### config.mk
export PLATFORM = sky130hd
export DESIGN_NAME = fifo_sync_param_flat
export DESIGN_NICKNAME = d
export VERILOG_FILES = /design/src/rtl/fifo_sync_param_if.sv /design/src/rtl/fifo_sync_param.sv /design/src/flat_wrapper.sv
export SDC_FILE = /design/constraint.sdc
export NUM_CORES = 1
export LEC_CHECK = 0
export CORE_MARGIN = 1.5
export CORE_UTILIZATION = 40
export CTS_BUF_LIST = sky130_fd_sc_hd__clkbuf_2
export CTS_CLUSTER_SIZE = 16
export DETAILED_ROUTE_END_ITERATION = 10
export SYNTH_ARGS = -nofsm -noshare
export SYNTH_HDL_FRONTEND = slang
export SYNTH_SLANG_ARGS = --single-unit
### constraint.sdc
create_clock -name clk -period 3.8 [get_ports clk]
set_input_delay 0.95 -clock clk [delete_from_list [all_inputs] [get_ports clk]]
set_output_delay 0.95 -clock clk [all_outputs]
set_load 0.05 [all_outputs]
### src/rtl/fifo_sync_param_if.sv
// Write/read handshake bundle for fifo_sync_param.
// The overflow, underflow and err_clr members exist only when FIFO_ERR_FLAGS_EN is defined.
interface fifo_sync_param_if #(
  parameter int WIDTH = 8,
  parameter int DEPTH = 16
);
  localparam int CW = $clog2(DEPTH + 1);

  logic             wr_en;
  logic [WIDTH-1:0] wr_data;
  logic             rd_en;
  logic [WIDTH-1:0] rd_data;
  logic             rd_valid;
  logic             empty;
  logic             full;
  logic             almost_empty;
  logic             almost_full;
  logic [CW-1:0]    count;
`ifdef FIFO_ERR_FLAGS_EN
  logic             overflow;
  logic             underflow;
  logic             err_clr;

  modport master (
    output wr_en, wr_data, rd_en, err_clr,
    input  rd_data, rd_valid, empty, full, almost_empty, almost_full, count,
           overflow, underflow
  );

  modport slave (
    input  wr_en, wr_data, rd_en, err_clr,
    output rd_data, rd_valid, empty, full, almost_empty, almost_full, count,
           overflow, underflow
  );
`else
  modport master (
    output wr_en, wr_data, rd_en,
    input  rd_data, rd_valid, empty, full, almost_empty, almost_full, count
  );

  modport slave (
    input  wr_en, wr_data, rd_en,
    output rd_data, rd_valid, empty, full, almost_empty, almost_full, count
  );
`endif
endinterface

### src/rtl/fifo_sync_param.sv
// Single-clock FIFO with threshold flags and either a registered or first-word-fall-through read.
// Define FIFO_ERR_FLAGS_EN to add sticky overflow/underflow flags cleared by err_clr.
module fifo_sync_param #(
  parameter int WIDTH     = 8,
  parameter int DEPTH     = 16,
  parameter int AF_THRESH = DEPTH - 2,
  parameter int AE_THRESH = 2,
  parameter bit FWFT      = 1'b0
) (
  input  logic             clk,
  input  logic             rst,
  fifo_sync_param_if.slave bus
);
  localparam int AW = $clog2(DEPTH);
  localparam int CW = $clog2(DEPTH + 1);

  logic [WIDTH-1:0] r_mem [DEPTH];
  logic [AW-1:0]    r_wr_ptr;
  logic [AW-1:0]    r_rd_ptr;
  logic [CW-1:0]    r_count;

  logic w_empty;
  logic w_full;
  logic w_wr_acc;
  logic w_rd_acc;

  // Acceptance looks only at registered occupancy, so a full FIFO rejects a write even when
  // a read is popping in the same cycle, and an empty FIFO never writes through to a read.
  assign w_empty  = (r_count == '0);
  assign w_full   = (r_count == CW'(DEPTH));
  assign w_wr_acc = bus.wr_en && !w_full && !rst;
  assign w_rd_acc = bus.rd_en && !w_empty && !rst;

  assign bus.empty        = w_empty;
  assign bus.full         = w_full;
  assign bus.almost_full  = (r_count >= CW'(AF_THRESH));
  assign bus.almost_empty = (r_count <= CW'(AE_THRESH));
  assign bus.count        = r_count;

  // Storage is never reset so it maps onto block or distributed RAM.
  always_ff @(posedge clk) begin
    if (w_wr_acc) begin
      r_mem[r_wr_ptr] <= bus.wr_data;
    end
  end

  always_ff @(posedge clk) begin
    if (rst) begin
      r_wr_ptr <= '0;
      r_rd_ptr <= '0;
      r_count  <= '0;
    end else begin
      if (w_wr_acc) begin
        r_wr_ptr <= r_wr_ptr + AW'(1);
      end
      if (w_rd_acc) begin
        r_rd_ptr <= r_rd_ptr + AW'(1);
      end
      case ({w_wr_acc, w_rd_acc})
        2'b10:   r_count <= r_count + CW'(1);
        2'b01:   r_count <= r_count - CW'(1);
        default: r_count <= r_count;
      endcase
    end
  end

  generate
    if (FWFT) begin : g_fwft
      // Head entry is shown asynchronously; zero while empty keeps the post-reset value clean.
      assign bus.rd_data  = w_empty ? '0 : r_mem[r_rd_ptr];
      assign bus.rd_valid = !w_empty;
    end else begin : g_reg_read
      logic [WIDTH-1:0] r_rd_data;
      logic             r_rd_valid;

      always_ff @(posedge clk) begin
        if (rst) begin
          r_rd_data  <= '0;
          r_rd_valid <= 1'b0;
        end else begin
          r_rd_valid <= w_rd_acc;
          if (w_rd_acc) begin
            r_rd_data <= r_mem[r_rd_ptr];
          end
        end
      end

      assign bus.rd_data  = r_rd_data;
      assign bus.rd_valid = r_rd_valid;
    end
  endgenerate

`ifdef FIFO_ERR_FLAGS_EN
  logic r_overflow;
  logic r_underflow;

  // A new error in the same cycle as err_clr must not be lost, so setting has priority.
  always_ff @(posedge clk) begin
    if (rst) begin
      r_overflow  <= 1'b0;
      r_underflow <= 1'b0;
    end else begin
      if (bus.wr_en && w_full) begin
        r_overflow <= 1'b1;
      end else if (bus.err_clr) begin
        r_overflow <= 1'b0;
      end
      if (bus.rd_en && w_empty) begin
        r_underflow <= 1'b1;
      end else if (bus.err_clr) begin
        r_underflow <= 1'b0;
      end
    end
  end

  assign bus.overflow  = r_overflow;
  assign bus.underflow = r_underflow;
`endif
endmodule

### src/flat_wrapper.sv
// flat-port wrapper written by rule: the top's interface ports become plain ports
module fifo_sync_param_flat 
#(
  parameter int WIDTH     = 8,
  parameter int DEPTH     = 16,
  parameter int AF_THRESH = DEPTH - 2,
  parameter int AE_THRESH = 2,
  parameter bit FWFT      = 1'b0
)
  (clk, rst, bus_wr_en, bus_wr_data, bus_rd_en, bus_rd_data, bus_rd_valid, bus_empty, bus_full, bus_almost_empty, bus_almost_full, bus_count);
  fifo_sync_param_if #(.WIDTH(WIDTH), .DEPTH(DEPTH)) bus_i ();
  input  logic clk;
  input  logic rst;
  input wire logic [$bits(bus_i.wr_en)-1:0] bus_wr_en;
  input wire logic [$bits(bus_i.wr_data)-1:0] bus_wr_data;
  input wire logic [$bits(bus_i.rd_en)-1:0] bus_rd_en;
  output wire logic [$bits(bus_i.rd_data)-1:0] bus_rd_data;
  output wire logic [$bits(bus_i.rd_valid)-1:0] bus_rd_valid;
  output wire logic [$bits(bus_i.empty)-1:0] bus_empty;
  output wire logic [$bits(bus_i.full)-1:0] bus_full;
  output wire logic [$bits(bus_i.almost_empty)-1:0] bus_almost_empty;
  output wire logic [$bits(bus_i.almost_full)-1:0] bus_almost_full;
  output wire logic [$bits(bus_i.count)-1:0] bus_count;
  assign bus_i.wr_en = bus_wr_en;
  assign bus_i.wr_data = bus_wr_data;
  assign bus_i.rd_en = bus_rd_en;
  assign bus_rd_data = bus_i.rd_data;
  assign bus_rd_valid = bus_i.rd_valid;
  assign bus_empty = bus_i.empty;
  assign bus_full = bus_i.full;
  assign bus_almost_empty = bus_i.almost_empty;
  assign bus_almost_full = bus_i.almost_full;
  assign bus_count = bus_i.count;
  fifo_sync_param #(.WIDTH(WIDTH), .DEPTH(DEPTH), .AF_THRESH(AF_THRESH), .AE_THRESH(AE_THRESH), .FWFT(FWFT)) u_core (.clk(clk), .rst(rst), .bus(bus_i));
endmodule
* Yosys cells after proc, flatten, opt, wreduce, memory -nomap -nowiden
Memory sizes are Yosys's and may differ from the RTL's. A register that Yosys moved wholly into a read port is not among the register bits.
Index checks and enable logic that the tools add are counted.
** Word-level totals
- Bits in registers :: 14
- Bits in writable memories :: 128
- Memories :: 1
- Bits of input ports :: 12
** Memory list
- u_core.r_mem :: depth 16, width 8, read ports 1, clocked after memory_dff 1, wr ports 1, line fifo_sync_param.sv:17 : logic [WIDTH-1:0] r_mem [DEPTH];
** Operators by class
- Reductions and logical operators :: 9
- $add $sub $neg :: 4
- Equal/unequal tests :: 3
- Mux-type cells :: 3
- $lt $le $gt $ge :: 2
** Operators by type and width (number)
- 5-bit one-hot mux with 2 select lines :: 1
- 4-bit by 1-bit adder with 4-bit output (second input constant) :: 2
- 5-bit by 1-bit adder with 5-bit output (second input constant) :: 1
- 5-bit equality test (second input constant) :: 1
- 5-bit by 4-bit >= comparator with 1-bit output (second input constant) :: 1
- 5-bit by 2-bit less-or-equal comparator with 1-bit output (second input constant) :: 1
- 5-bit logical NOT :: 1
- 5-bit by 1-bit subtractor with 5-bit output (second input constant) :: 1
- 1-bit logical AND :: 4
- 1-bit logical NOT :: 3
- 2-bit by 1-bit equality test with 1-bit output (second input constant) :: 1
- 2-bit equality test (second input constant) :: 1
- 1-bit two-way mux :: 2
- 2-bit nonzero test :: 1

* Depth between registers and ports, before layout
- Depth in word-level cells :: 6
- Depth in mapped cells :: 11

* Least setup slack after synthesis
No wires, ideal clock.
- Kind :: register -> output
- From :: reg u_core.r_count[1], in the netlist u_core.bus.count[1]
- To :: out bus_almost_empty
- Data arrival time :: 3109 ps
- Cell stages (with the launch flop) :: 2
- Data required time :: 2850 ps
- Buffers on the path :: 0
- Path slack :: -259 ps
- Cells stage by stage :: dfxtp_1 > a2111oi_0
** On the way
- Cells in the longest elaborated chain, start to end :: 1
** RTL lines
- start: declaration :: line fifo_sync_param.sv:20 : logic [CW-1:0] r_count;
- start signal: assignment :: line fifo_sync_param.sv:60 : 2'b10: r_count <= r_count + CW'(1);
- start signal: assignment :: line fifo_sync_param.sv:61 : 2'b01: r_count <= r_count - CW'(1);
- start signal: assignment :: line fifo_sync_param.sv:62 : default: r_count <= r_count;
- 5-bit by 2-bit less-or-equal comparator with 1-bit output :: line fifo_sync_param.sv:37 : assign bus.almost_empty = (r_count <= CW'(AE_THRESH));
- end: declaration :: line flat_wrapper.sv:21 : output wire logic [$bits(bus_i.almost_empty)-1:0] bus_almost_empty;
No other way between the ends.

* Worst setup path in the final report
- From :: reg u_core.r_count[0], in the netlist u_core.bus.count[0]
- To :: out bus_full
** On the way
- Cells in the longest elaborated chain, start to end :: 1
** RTL lines
- 5-bit equality test :: line fifo_sync_param.sv:30 : assign w_full = (r_count == CW'(DEPTH));
- end: declaration :: line flat_wrapper.sv:20 : output wire logic [$bits(bus_i.full)-1:0] bus_full;
No other way between the ends.

==> run metrics <==
Die Ht=around 130 um; CP Max Fanout=7; Hold Crit Class=reg2reg; # Max-Cap Violations=0; r2r endpoint=u_core.bus.count[4]$_SDFFE_PP0P_; Inst Count DP=608; CP Data Arrival Time=between 2000 and 3000 ps; Hold Crit Start=u_core.bus.rd_data[4]$_SDFFE_PP0P_; Crit. End Element=output port; Lkg Pwr=between 2 and 2.5 nW; Die X=126 um; # fillers=between 1k and 1.5k; P&R area growth vs syn=13.7%; setup violators final=0; CTS Buffer Depth=2; Clock Skews=26.2 ps; flops & latches, synth=150; CP cell instances=or4_4, nor2_1, clkdlybuf4s50_1; first-pass GRT wire length=between 15 and 20 mm; slowest cell on the critical path=clkdlybuf4s50_1; CTS root buffer=clkbuf_2; Final Core Density=0.470; H-tree depth=4; GR Util All Layers=0.168; Worst Max-Slew Pin Slew=roughly 750 ps; global placement routability congestion=just under 0.8; Largest stage delay, worst path=about 810 ps; min cycle time layout=3590 ps; Startpoint Class=flop; Port-buffer cells=29; reg2reg path depth=10; CTS tree=built; CP required=between 2000 and 3000 ps; share of layout cells above drive strength 1=0.125; syn nets=418; Seq/Total Area, Yosys=0.706; DRT antenna net count=0; Hold Vio Cnt, Final=0; fin worst setup slack=approximately 210 ps; CP top delay family=buffers and inverters; status=complete, no violations; Pre-antenna DRT Iters=5; worst hold stages=2; Ports=30; synth unique cells=40; setup bufs post-CTS=0; nets=roughly 470; antenna violations before repair=1; core area=between 0.01 and 0.015 mm2; reg-to-reg slack, setup=approximately 700 ps; Vias=between 3k and 4k; Max VDD drop=0.239 mV; # rows=44; grt total ovfl=0; pwr dens=roughly 480 mW/mm2; Max Fclk=279 MHz; die area=0.0159 mm2; DR iter-0 viols=197; Hold EP=u_core.bus.rd_data[4]$_SDFFE_PP0P_; Routed WL=12.5 mm; cts bufs inserted=17; RR Startpoint=u_core.bus.count[0]$_SDFFE_PP0P_; Worst-Skew Late Latency=~700 ps; RSZ-0062 raised after global routing=false; cts hold-fix bufs=0; Initial Util=0.413; Post-Syn Instances=between 300 and 400; fin crit share=0.944; type of the worst setup path=reg2out; fin. max-slew vios=0; DP HPWL=8.34 mm; syn_area_per_cell=between 15 and 20 um2; vias in the first global route=roughly 3.3k; non-filler cells, final=641; Place WS=~220 ps; Synth warnings=0; setup TNS=0 ps; routed vias/inst=between 5 and 6; Syn Std Cell Area=0.00607 mm2; clk slew on worst S/H paths=approximately 190 ps; DRC viols=0; Clock Sinks=150; relative slew slack=0.497; drt wl/cell=a little under 20 um; PostCTS Resize Cnt=0; worst path buffer plus inverter count=1; largest net degree at the start of global routing=27
where the power goes:
part           leakage, nW  switching, mW  internal (mW)
Combinational        0.666          0.261          0.140
Clock                0.173          0.527          0.501
Sequential            1.33         0.0434           1.82
worst max-delay path by stage:
| stage | from | endpoint | slack (ps) | cells past startpoint |
|---|---|---|---|---|
| after floorplan | u_core.bus.count[1]$_SDFFE_PP0P_ | bus_almost_empty | 400 | 1 |
| after global placement | bus_wr_en | u_core.bus.count[4]$_SDFFE_PP0P_ | 350 | 11 |
| after detailed placement | bus_wr_en | u_core.bus.count[4]$_SDFFE_PP0P_ | 220 | 11 |
| after CTS | u_core.bus.count[0]$_SDFFE_PP0P_ | bus_full | 150 | 3 |
| after global routing | u_core.bus.count[0]$_SDFFE_PP0P_ | bus_full | 40 | 3 |
| final | u_core.bus.count[0]$_SDFFE_PP0P_ | bus_full | 210 | 3 |
through the flow:
stage | hold WS (ps) | power, mW | area (um2)
floorplan | 554 | 2.16 | 6070
CTS | 513 | 3.32 | 6900
detailed placement | 491 | 2.31 | 6620
global route | 550 | 3.43 | 6910
global placement | 486 | 2.30 | 6620
finish | 509 | 3.30 | 6910
logic make-up (layout without fill, tap and decap cells):
family	Yosys count	after routing	synth area share
xor+xnor	8	8	0.0115
flops	150	150	0.706
simple gates	85	85	0.0688
fa+ha+maj	10	10	0.0218
buf+inv	28	88	0.0243
mux	64	64	0.110
other cells	0	1	0
compound gates	51	51	0.0573
layout by cell type (no fill, tap or decap), types with 2 or more instances in the layout:
cell             count
edfxtp_1           128
mux2i_1             61
nor2_1              41
o22ai_1             29
clkdlybuf4s50_1     29
clkbuf_2            21
dfxtp_1             21
buf_4               18
nand2_1             12
inv_1                9
ha_1                 9
nor4_1               8
a211oi_1             7
a21oi_1              7
nor3_1               6
xor2_1               5
bufinv_16            5
nand3b_1             4
nand3_1              3
xnor2_1              3
clkinv_2             3
nand2b_1             2
or3b_1               2
nor2b_1              2
nand4_1              2
clkinv_1             2
worst reg2reg max path: cells and delay by family, from the launching register on:
family	cells	cell delay, ps
AOI/OAI and AO/OA	3	520
and+or+nand+nor	4	1190
muxes	1	280
adders and majority gates	2	590
DFF	1	440
flip-flops by register name, indices dropped and copies added (netlist names):
signal	flops
u_core.bus.count	5
u_core.bus.rd_data	8
u_core.bus.rd_valid	1
u_core.r_mem	128
u_core.r_rd_ptr	4
u_core.r_wr_ptr	4
cell usage after synthesis:
cell	count	area, um2
buf_4	6	45.0
ha_1	9	113
inv_1	9	33.8
buf_2	4	20.0
mux4_1	1	26.3
or3_1	1	6.26
nor4_1	8	50.1
nand2_1	12	45.0
buf_1	1	3.75
nor2b_1	2	12.5
nand3b_1	4	30.0
o21ai_2	1	8.76
nor2_1	41	154
mux2_2	1	11.3
a211oi_1	7	52.6
xor2_1	5	43.8
a21o_1	1	7.51
nand4_1	2	12.5
o21ai_1	1	5.00
nand3_1	3	15.0
edfxtp_1	128	3840
a211oi_2	1	12.5
a21oi_1	7	35.0
a2111oi_0	1	8.76
nor3_1	6	30.0
o21ai_0	1	5.00
mux4_2	1	22.5
nor4_4	1	21.3
o22ai_1	29	181
nand2b_1	2	12.5
fa_1	1	20.0
dfxtp_1	22	440
clkbuf_1	6	22.5
mux2i_1	61	611
a21boi_4	1	18.8
o22ai_2	1	12.5
or3b_1	2	17.5
buf_6	2	22.5
or4_4	1	11.3
xnor2_1	3	26.3
per-layer routing:
metal	share of wire	global-route usage
met4	0.015	0.0669
met1	0.46	0.227
met2	0.48	0.262
met5	0	0
met3	0.050	0.0416
final cells by class:
| type | count | area (um2) | share of cell area |
|---|---|---|---|
| antenna | 1 | 2.50 | 0.000362 |
| clock buffer | 21 | 105 | 0.0152 |
| clock inverter | 11 | 180 | 0.0261 |
| inverter | 9 | 33.8 | 0.00489 |
| multi-input combinational | 218 | 1640 | 0.238 |
| sequential | 150 | 4290 | 0.621 |
| tap | 184 | 230 | 0.0333 |
| timing repair buffer | 47 | 425 | 0.0616 |
Power figures use the tool's default switching activity.
